===== src/rtl/mem_port_arbiter.sv =====
// Arbitrates a single-port, word-wide memory between the fetch (IF) and
// load/store (D) stages. One grant per cycle, fixed 1-cycle read latency,
// bounded IF starvation and IF response flush on branch redirect.
module mem_port_arbiter #(
  parameter int unsigned ADDRESS_WIDTH = 8,
  parameter int unsigned DATA_WIDTH    = 32,
  parameter int unsigned MAX_WAIT      = 3
) (
  input  logic                     clk,
  input  logic                     rst_n,
  // fetch port
  input  logic                     if_req_i,
  input  logic [DATA_WIDTH-1:0]    if_addr_i,
  input  logic                     if_flush_i,
  output logic                     if_gnt_o,
  output logic                     if_rvalid_o,
  output logic [DATA_WIDTH-1:0]    if_rdata_o,
  // load/store port
  input  logic                     d_req_i,
  input  logic                     d_we_i,
  input  logic [DATA_WIDTH-1:0]    d_addr_i,
  input  logic [3:0]               d_be_i,
  input  logic [DATA_WIDTH-1:0]    d_wdata_i,
  output logic                     d_gnt_o,
  output logic                     d_rvalid_o,
  output logic [DATA_WIDTH-1:0]    d_rdata_o,
  // memory port
  output logic                     mem_en_o,
  output logic                     mem_we_o,
  output logic [ADDRESS_WIDTH-1:0] mem_addr_o,
  output logic [3:0]               mem_be_o,
  output logic [DATA_WIDTH-1:0]    mem_wdata_o,
  input  logic [DATA_WIDTH-1:0]    mem_rdata_i
);

  localparam int unsigned CNT_W = 4;
  localparam logic [CNT_W-1:0] CNT_SAT = 4'hF;

  typedef enum logic [1:0] {
    OWN_NONE    = 2'd0,
    OWN_IF      = 2'd1,
    OWN_D_LOAD  = 2'd2,
    OWN_D_STORE = 2'd3
  } owner_t;

  owner_t           r_owner;
  logic [CNT_W-1:0] r_wait_cnt;

  logic w_if_forced;
  logic w_if_gnt;
  logic w_d_gnt;

  // Address bits above the decoded range and the byte offset are dropped.
  logic w_unused_ok;
  assign w_unused_ok = &{1'b0,
                         if_addr_i[DATA_WIDTH-1:ADDRESS_WIDTH], if_addr_i[1:0],
                         d_addr_i[DATA_WIDTH-1:ADDRESS_WIDTH],  d_addr_i[1:0]};

  assign w_if_forced = (r_wait_cnt >= CNT_W'(MAX_WAIT));

  // Grant decision: D preferred unless IF has waited too long; flush blocks IF.
  always_comb begin
    w_if_gnt = 1'b0;
    w_d_gnt  = 1'b0;
    if (rst_n) begin
      if (if_req_i && !if_flush_i && (!d_req_i || w_if_forced)) begin
        w_if_gnt = 1'b1;
      end else if (d_req_i) begin
        w_d_gnt = 1'b1;
      end
    end
  end

  // Memory request and grant outputs for the winning port.
  always_comb begin
    if_gnt_o    = w_if_gnt;
    d_gnt_o     = w_d_gnt;
    mem_en_o    = 1'b0;
    mem_we_o    = 1'b0;
    mem_addr_o  = '0;
    mem_be_o    = 4'b0000;
    mem_wdata_o = '0;
    if (w_if_gnt) begin
      mem_en_o   = 1'b1;
      mem_addr_o = {if_addr_i[ADDRESS_WIDTH-1:2], 2'b00};
    end else if (w_d_gnt) begin
      mem_en_o   = 1'b1;
      mem_we_o   = d_we_i;
      mem_addr_o = {d_addr_i[ADDRESS_WIDTH-1:2], 2'b00};
      if (d_we_i) begin
        mem_be_o    = d_be_i;
        mem_wdata_o = d_wdata_i;
      end
    end
  end

  // Route the response to whoever owned last cycle's access.
  always_comb begin
    if_rvalid_o = 1'b0;
    if_rdata_o  = '0;
    d_rvalid_o  = 1'b0;
    d_rdata_o   = '0;
    if (rst_n) begin
      unique case (r_owner)
        OWN_IF: begin
          if (!if_flush_i) begin
            if_rvalid_o = 1'b1;
            if_rdata_o  = mem_rdata_i;
          end
        end
        OWN_D_LOAD: begin
          d_rvalid_o = 1'b1;
          d_rdata_o  = mem_rdata_i;
        end
        OWN_D_STORE: begin
          d_rvalid_o = 1'b1;
        end
        default: ;
      endcase
    end
  end

  // Response owner and IF starvation counter.
  always_ff @(posedge clk) begin
    if (!rst_n) begin
      r_owner    <= OWN_NONE;
      r_wait_cnt <= '0;
    end else begin
      if (w_if_gnt) begin
        r_owner <= OWN_IF;
      end else if (w_d_gnt) begin
        r_owner <= d_we_i ? OWN_D_STORE : OWN_D_LOAD;
      end else begin
        r_owner <= OWN_NONE;
      end

      if (if_req_i && !w_if_gnt) begin
        r_wait_cnt <= (r_wait_cnt == CNT_SAT) ? r_wait_cnt : r_wait_cnt + CNT_W'(1);
      end else begin
        r_wait_cnt <= '0;
      end
    end
  end

endmodule

===== config.mk =====
export PLATFORM = sky130hd
export DESIGN_NAME = mem_port_arbiter
export DESIGN_NICKNAME = d
export VERILOG_FILES = /design/src/rtl/mem_port_arbiter.sv
export SDC_FILE = /design/constraint.sdc
export NUM_CORES = 1
export LEC_CHECK = 0
export ABC_AREA = 1
export BUFFER_PORTS_ARGS = -buffer_cell sky130_fd_sc_hd__buf_2
export CORE_AREA = 2 2 99 101
export DETAILED_ROUTE_END_ITERATION = 16
export DIE_AREA = 0 0 101 103
export GPL_TIMING_DRIVEN = 0
export PLACE_DENSITY = 0.49
export SETUP_SLACK_MARGIN = 0.3
export SLEW_MARGIN = 30
export SYNTH_ARGS = -nofsm -noshare
export SYNTH_HDL_FRONTEND = slang
export SYNTH_SLANG_ARGS = --single-unit

===== constraint.sdc =====
create_clock -name clk -period 1.5 [get_ports clk]
set_input_delay 0.075 -clock clk [delete_from_list [all_inputs] [get_ports clk]]
set_output_delay 0.075 -clock clk [all_outputs]
set_load 0.05 [all_outputs]

==> results.py, run 1 <==
metrics = {
    "clocking": {
        "root_buffer": "clkbuf_8",
        "cts_inserted_buffers": 3,
        "clkLatencyLatePin_ns": 0.23,
        "clockBufferDepth": 2,
        "cts_hold_buf": 0,
        "path_clk_slew_ns": 0.04,
        "clock-sinks": 6,
        "cts_tree": "done",
        "cts_max_level": 1,
    },
    "sta": {
        "fin_crit_ns": 1.68,
        "tns_ns": -10.46,
        "final.period_utilization_pct": 112,
        "grt_setup_unrepaired": "yes",
        "hold_violations": 0,
        "fin_ws_ns": -0.177,
        "max_freq_mhz": 596,
        "slew_viol_final": 0,
        "fin_skew_ns": 0.00401,
        "finalSetupViolCount": 79,
    },
    "route": {
        "vias": 2360,
        "drt_first_pass_iters": 3,
        "drc": 0,
        "wl_um": 7320,
        "routedWlPerCell_um": 12.2,
        "vias_per_cell": 3.95,
        "drtIter0Drc": 24,
        "ant_nets": 0,
    },
    "critical_path": {
        "endpoint_kind": "primary output",
        "crit_required_ns": 1.42,
        "crit_chain": "ha_4 -> nor2_4 -> nand2_4 -> nand2_8 -> nand2_4 -> buf_12 -> buf_16 -> nor2_4 -> buf_8",
        "crit_family": "buffers and inverters",
        "crit_fanout": 7,
        "critical_path_arrival_ns": 1.60,
        "path_class": "reg -> out",
        "cp-start-kind": "flop",
        "crit_slowest_cell": "dfxtp_4",
        "max_stage_delay_ns": 0.34,
        "critical_path_buf_inv_count": 3,
    },
    "die": {
        "rows": 36,
        "core_um2": 9460,
        "die_x_um": 101,
        "pin_count": 252,
        "dieArea_um2": 10400,
        "start_util_pct": 13.7,
        "die_h_um": 103,
    },
    "synthesis": {
        "syn_avg_cell_area_um2": 4.98,
        "synth_top_area_share_pct": 25.7,
        "ys_seq_area_share_pct": 9.24,
        "synthTopCellsByCount": "nor2_1 (89), inv_1 (85), nand2_1 (23), nor2_2 (11), nor2_4 (10)",
        "synth_fa_ha_area_share_pct": 0.962,
        "synth_area_um2": 1300,
        "synth_flop_cell": "dfxtp_1",
        "synth_compound_area_share_pct": 1.35,
        "synth.area.top_cells": "nor2_1 (26%), inv_1 (25%), dfxtp_1 (9.2%)",
        "synthArstFlopShare_pct": 0,
        "synth_edf_count": 0,
        "synthDistinctLibCells": 20,
        "synth.most_common_cell": "nor2_1",
        "synthSimpleGateAreaFrac_pct": 56.1,
        "synth_top_family_by_area": "simple AND/OR/NAND/NOR gates",
        "muxShareOfSynthArea_pct": 0,
        "synthCells": 261,
        "yosysWarnings": 0,
        "yosysTopAreaCell": "nor2_1",
        "synth-xor-area-share_pct": 0,
        "yosys_register_bits": 6,
    },
    "global_route": {
        "grt_usage_pct": 12.5,
        "grt_pass1_vias": 2246,
        "grt_start_max_net_pins": 11,
        "antenna_found_initial": 0,
        "grt_pass1_wl_um": 10300,
        "grt-ovfl-total": 0,
    },
    "placement": {
        "dpl.cell_count": 573,
        "dp_slack_ns": -0.184,
        "io_buffers": 197,
        "dp_hpwl_um": 5360,
        "gp_congestion": 0.709,
    },
    "pwr": {
        "power.internal_uw": 752,
        "seq_power_share_pct": 11.6,
        "clockPowerShare_pct": 16.9,
        "switching_power_uw": 713,
        "leakagePower_nw": 2.25,
        "ir_worst_vdd_v": 0.000144,
        "netSwitchingFraction_pct": 48.7,
        "combPwrFrac_pct": 71.5,
        "finalPower_mw": 1.46,
        "powerDensity_nw_per_um2": 322,
    },
    "finish": {
        "regArea_um2": 126,
        "n_antenna_cell": 0,
        "syn2layout_area_growth_pct": 250,
        "finalNetCount": 625,
        "multi_input_area_um2": 1530,
        "final_cells": 598,
        "drive_above_1_share_pct": 76.4,
        "nFillCells": 863,
    },
    "run": {
        "cap_violations": 0,
    },
    "status": {
        "failed_checks": "negative setup slack",
        "run_status": "finished, violations left",
    },
    "min_path": {
        "hold_class": "in -> reg",
    },
}
==> kinds of logic after synthesis <==
logic type | after synthesis
simple gates | 152
buf+inv | 98
flops | 6
compound gates | 3
fa+ha+maj | 1
other cells | 1
==> layout make-up <==
type | count | share of cell area [%]
clock buffers | 3 | 0.907
multi-input cells | 158 | 33.6
flip-flops and latches | 6 | 2.77
well taps | 114 | 3.13
plain buffers | 13 | 4.89
repair buffers | 219 | 47.4
inverters | 85 | 7.34
==> per-layer routing <==
layer  routed length (um)  vias up  global-route usage (%)
met5                    0        -                       0
met4                   78        0                    3.12
met3                  744        6                    2.64
met2                 3860      153                    24.7
met1                 2640     1031                    13.4
li1                     -     1170                       -
==> layout by cell type, fill, tap and decap left out, drive strengths merged <==
master / instances
ha: 1
inv: 81
conb: 2
clkbuf: 4
o21ai: 2
nand2: 26
nand4: 7
nor2: 110
clkinvlp: 4
or2: 1
nand3: 8
o21bai: 1
buf: 231
dfxtp: 6
==> timing repair <==
item	4_1_cts	5_1_grt
setup buffers	14	4
pin swaps	6	10
resized for setup	253	71
endpoints found under the setup margin	112	117
cloned	3	1
==> stage by stage <==
step	instance area (um2)	hold WS [ns]	utilization, %
after floorplan	2020	0.301	-
after global placement	3150	0.495	33.3
after detailed placement	3150	0.502	33.3
after CTS	4220	0.264	44.6
after global routing	4550	0.246	48.1
final	4550	0.214	48.1
==> worst min-delay path, stage by stage <==
cell     delay, ns
buf_2         0.11
nand2_1       0.05
inv_1         0.05
nand2_4       0.08
nor2_2        0.03
==> flip-flops by register name (all words and copies together), names as in the netlist <==
signal,cells
r_wait_cnt,4
r_owner,2
==> power groups by stage <==
stage	combinational (mW)	sequential (mW)	clock, mW
floorplan	0.586	0.173	0
finish	1.05	0.170	0.247
global placement	0.795	0.174	0
CTS	0.985	0.170	0.251
global route	1.10	0.171	0.266
detailed placement	0.801	0.174	0
==> worst paths after layout <==
path,start,end,slack (ns),cells after the start
max,r_wait_cnt[0],mem_wdata_o[15],-0.18,9
min,if_req_i,r_wait_cnt[1],0.21,5
max reg2reg,r_wait_cnt[0],r_owner[0],0.17,9
min reg2reg,r_wait_cnt[2],r_wait_cnt[0],0.62,4
No activity file was read; power rests on OpenSTA's default activity.
==> run 2: changes to the inputs <==
Settings changed: REMOVE_ABC_BUFFERS set to 1.
==> results.py, run 2 (synthesis gave the netlist of run 1 again) <==
metrics = {
    "critical_path": {
        "reg2reg_from": "r_wait_cnt[0]",
        "critical_path_arrival_ns": 1.58,
        "crit_fanout": 5,
        "path_class": "reg -> out",
        "endpoint_kind": "primary output",
        "rr_endpoint": "r_owner[0]",
        "startpoint": "r_wait_cnt[0]",
        "cp-start-kind": "flop",
        "ff2ff_setup_slack_ns": 0.12,
        "critPathCapture": "mem_wdata_o[28]",
        "crit_required_ns": 1.42,
        "rr_worst_depth": 9,
    },
    "sta": {
        "final.period_utilization_pct": 111,
        "maxSlewHeadroom_pct": 65.9,
        "hold_violations": 0,
        "fin_crit_ns": 1.66,
        "fin_ws_ns": -0.160,
        "grt_setup_unrepaired": "yes",
        "max_freq_mhz": 603,
        "tns_ns": -7.46,
        "slew_viol_final": 0,
        "worst_slew_pin_slew_ns": 0.511,
        "finalSetupViolCount": 78,
        "fin_skew_ns": 0.000387,
    },
    "die": {
        "start_util_pct": 13.7,
        "core_um2": 9460,
        "die_h_um": 103,
        "rows": 36,
        "dieArea_um2": 10400,
        "die_x_um": 101,
        "pin_count": 252,
    },
    "finish": {
        "layout_commonest_cell": "nor2_4",
        "largest_register_ffs": 4,
        "finalNetCount": 625,
        "reg.largest.list": "r_wait_cnt: 4 flops, r_owner: 2 flops",
        "syn2layout_area_growth_pct": 258,
        "final_cell_mix": "nor2_4 (101), buf_2 (84), inv_1 (79)",
        "largest_register": "r_wait_cnt",
        "n_antenna_cell": 0,
        "drive_above_1_share_pct": 75.4,
        "fin_area_um2": 4650,
        "fin_util_pct": 49.2,
    },
    "route": {
        "vias": 2506,
        "routedWlPerCell_um": 16.2,
        "wl_um": 9700,
        "vias_per_cell": 4.19,
        "drc": 0,
        "ant_nets": 0,
        "drt_first_pass_iters": 4,
        "drtIter0Drc": 68,
    },
    "global_route": {
        "grt_usage_pct": 15.5,
        "grt_pass1_wl_um": 12400,
        "grt_start_max_net_pins": 33,
        "antenna_found_initial": 1,
        "grt_pass1_vias": 2383,
        "grt-ovfl-total": 0,
    },
    "pwr": {
        "leakagePower_nw": 2.20,
        "finalPower_mw": 1.52,
        "switching_power_uw": 781,
        "netSwitchingFraction_pct": 51.3,
        "combPwrFrac_pct": 72.8,
        "power.internal_uw": 743,
        "clockPowerShare_pct": 16.0,
        "ir_worst_vdd_v": 0.000201,
        "seq_power_share_pct": 11.3,
        "powerDensity_nw_per_um2": 328,
    },
    "clocking": {
        "clkLatencyLatePin_ns": 0.22,
        "cts_inserted_buffers": 3,
        "cts_max_level": 1,
        "path_clk_slew_ns": 0.04,
        "clockBufferDepth": 2,
        "root_buffer": "clkbuf_8",
        "cts_hold_buf": 0,
        "cts_tree": "done",
        "clock-sinks": 6,
    },
    "placement": {
        "gp_congestion": 0.743,
        "io_buffers": 197,
        "placed_area_um2": 2340,
        "dp_hpwl_um": 5130,
    },
    "status": {
        "run_status": "finished, violations left",
        "failed_checks": "negative setup slack",
    },
    "run": {
        "cap_violations": 0,
    },
    "min_path": {
        "hold_class": "in -> reg",
    },
}
-- run 2: cell count changes in the layout (fill, tap and decap cells not counted), sizes merged --
| cell | previous run | this run |
|---|---|---|
| buf | 231 | 217 |
| nand2 | 26 | 40 |
| inv | 81 | 83 |
| clkinvlp | 4 | 0 |
| clkinv | 0 | 2 |
-- run 2: how the worst min path moves through the flow --
| stage | to | slack [ns] | startpoint | cells after the start |
|---|---|---|---|---|
| after floorplan | r_owner[0] | 0.26 | rst_n | 2 |
| after global placement | r_wait_cnt[2] | 0.49 | if_req_i | 5 |
| after detailed placement | r_wait_cnt[0] | 0.50 | if_req_i | 5 |
| after CTS | r_wait_cnt[0] | 0.22 | if_req_i | 5 |
| after global routing | r_wait_cnt[0] | 0.24 | if_req_i | 5 |
| final | r_wait_cnt[0] | 0.22 | if_req_i | 5 |
-- run 2: what timing repair did --
item | 4_1_cts | 5_1_grt
buffers inserted | 19 | 2
hold endpoints to repair | 0 | 0
resized for setup | 375 | 147
setup endpoints to repair | 117 | 117
gates cloned | 11 | 3
pin swaps | 15 | 13
-- run 2: area by class of cell --
cell class                      count  area [um2]
Clock buffer                        3        41.3
Inverter                           85         334
Sequential cell                     6         128
Tap cell                          114         143
Multi-Input combinational cell    172        1800
Fill cell                         799        4810
Timing Repair Buffer              218        2200
-- run 2: through the flow --
stage | cells | setup slack, ns | hold slack (ns)
5_1_grt | 598 | -0.215 | 0.244
3_5_place_dp | 560 | -0.434 | 0.502
4_1_cts | 593 | -0.160 | 0.220
6_report | 598 | -0.160 | 0.217
3_3_place_gp | 560 | -0.708 | 0.495
2_1_floorplan | 249 | -0.786 | 0.264
-- run 2: power groups by stage --
stage	logic [mW]	registers, mW	clock network (mW)
final	1.11	0.172	0.244
after global routing	1.16	0.172	0.256
after CTS	0.969	0.171	0.247
after detailed placement	0.644	0.172	0
after global placement	0.638	0.172	0
after floorplan	0.420	0.171	0
-- run 2: critical path: stages, from the launching register on --
cell	delay, ns
dfxtp_4	0.34
ha_4	0.17
nor2_4	0.11
nand2_4	0.10
nand2_8	0.12
buf_12	0.15
nand2_8	0.09
nor2_2	0.11
buf_6	0.17
-- run 2: metal layers --
metal	part of all wire, %	global-route usage [%]
met5	0.17	0
met2	56	32.8
met3	9.8	3.32
met1	32	15.2
met4	2.0	3.43
==> run 3: changes to the inputs <==
Settings changed: SETUP_SLACK_MARGIN 0.3 to unset.
==> results.py, run 3 (synthesis gave the netlist of run 1 again) <==
metrics = {
    "placement": {
        "dp_hpwl_um": 5130,
        "io_buffers": 197,
        "gp_congestion": 0.743,
    },
    "sta": {
        "hold_violations": 0,
        "fin_skew_ns": 0.000999,
        "tns_ns": -6.21,
        "grt_setup_unrepaired": "yes",
        "slew_viol_final": 0,
        "finalSetupViolCount": 77,
        "fin_ws_ns": -0.150,
        "max_freq_mhz": 606,
        "fin_crit_ns": 1.65,
        "final.period_utilization_pct": 110,
    },
    "critical_path": {
        "cp-start-kind": "flop",
        "critical_path_arrival_ns": 1.58,
        "crit_fanout": 5,
        "crit_required_ns": 1.42,
        "path_class": "reg -> out",
        "endpoint_kind": "primary output",
        "ff2ff_setup_slack_ns": 0.07,
    },
    "finish": {
        "syn2layout_area_growth_pct": 207,
        "layout_commonest_cell": "buf_2",
        "reg.largest.list": "r_wait_cnt: 4 flops, r_owner: 2 flops",
        "largest_register_ffs": 4,
        "final_cell_mix": "buf_2 (116), inv_1 (80), nor2_4 (69)",
        "largest_register": "r_wait_cnt",
        "finalNetCount": 620,
        "fin_util_pct": 42.2,
        "n_antenna_cell": 0,
        "drive_above_1_share_pct": 67.4,
    },
    "clocking": {
        "cts_max_level": 1,
        "path_clk_slew_ns": 0.04,
        "clock-sinks": 6,
        "clkLatencyLatePin_ns": 0.22,
        "root_buffer": "clkbuf_8",
        "cts_hold_buf": 0,
        "cts_tree": "done",
        "clockBufferDepth": 2,
        "cts_inserted_buffers": 3,
    },
    "route": {
        "drc": 0,
        "vias_per_cell": 4.05,
        "ant_nets": 0,
        "wl_um": 8460,
        "drtIter0Drc": 36,
        "routedWlPerCell_um": 14.3,
        "drt_first_pass_iters": 4,
        "vias": 2404,
    },
    "global_route": {
        "grt_start_max_net_pins": 33,
        "grt_usage_pct": 14.8,
        "grt_pass1_vias": 2291,
        "antenna_found_initial": 1,
        "grt-ovfl-total": 0,
        "grt_pass1_wl_um": 11800,
    },
    "pwr": {
        "powerDensity_nw_per_um2": 344,
        "leakagePower_nw": 2.12,
        "ir_worst_vdd_v": 0.000197,
    },
    "die": {
        "start_util_pct": 13.7,
        "core_um2": 9460,
        "die_x_um": 101,
        "dieArea_um2": 10400,
        "rows": 36,
        "die_h_um": 103,
        "pin_count": 252,
    },
    "min_path": {
        "hold_class": "in -> reg",
    },
    "status": {
        "run_status": "finished, violations left",
        "failed_checks": "negative setup slack",
    },
    "run": {
        "cap_violations": 0,
    },
}
-- run 3: cell count changes in the layout (fill, tap and decap cells not counted), moves of 2 or more --
| cell | before | now |
|---|---|---|
| nand2_1 | 15 | 18 |
| buf_2 | 84 | 116 |
| nor2_1 | 5 | 37 |
| buf_8 | 62 | 37 |
| buf_4 | 7 | 9 |
| nand2_2 | 5 | 3 |
| nor2_4 | 101 | 69 |
| buf_6 | 56 | 46 |
| nand2_8 | 17 | 14 |
-- run 3: per-layer routing --
layer	vias up	GRT usage (%)	share of wire (%)
li1	1165	-	-
met1	1072	14.3	33
met2	157	32.4	57
met3	8	2.71	9.2
met4	2	2.49	1.1
met5	-	0	0.19
-- run 3: path summary, 6_finish.rpt --
path                      start  cells after the start              end
hold / removal         if_req_i                      5    r_wait_cnt[0]
setup / recovery  r_wait_cnt[0]                      8  mem_wdata_o[28]
hold reg to reg   r_wait_cnt[3]                      2    r_wait_cnt[2]
setup reg to reg  r_wait_cnt[0]                      9       r_owner[0]
-- run 3: final cells by class --
type | count | area (um2)
Tap cell | 114 | 143
Fill cell | 872 | 5470
Multi-Input combinational cell | 169 | 1480
Sequential cell | 6 | 126
Inverter | 85 | 327
Clock buffer | 3 | 41.3
Timing Repair Buffer | 216 | 1870
-- run 3: timing repair --
item                       in CTS  in global routing
cloned                         11                  0
gates resized for setup       309                 41
pin swaps                      16                 14
setup buffers                  19                  0
setup endpoints to repair     112                112
-- run 3: critical path, stage by stage (launching register included) --
cell,delay (ns)
dfxtp_4,0.34
ha_4,0.17
nor2_4,0.11
nand2_4,0.10
nand2_8,0.11
buf_12,0.15
nand2_8,0.09
nor2_2,0.11
buf_6,0.17
-- run 3: metrics by stage --
stage / power [mW] / hold WS (ns) / setup WS [ns] / std cells / area [um2]
finish: 1.37 / 0.262 / -0.150 / 593 / 3990
global route: 1.44 / 0.302 / -0.207 / 593 / 3990
CTS: 1.35 / 0.262 / -0.160 / 593 / 3830
detailed placement: 0.816 / 0.502 / -0.434 / 560 / 2340
global placement: 0.810 / 0.495 / -0.708 / 560 / 2330
floorplan: 0.591 / 0.264 / -0.786 / 249 / 1210
-- run 3: report_power, final --
group | switching, mW | internal (mW) | total, mW
Clock | 0.0686 | 0.172 | 0.241
Combinational | 0.624 | 0.337 | 0.961
Sequential | 0.00412 | 0.166 | 0.170
Total | 0.697 | 0.676 | 1.37
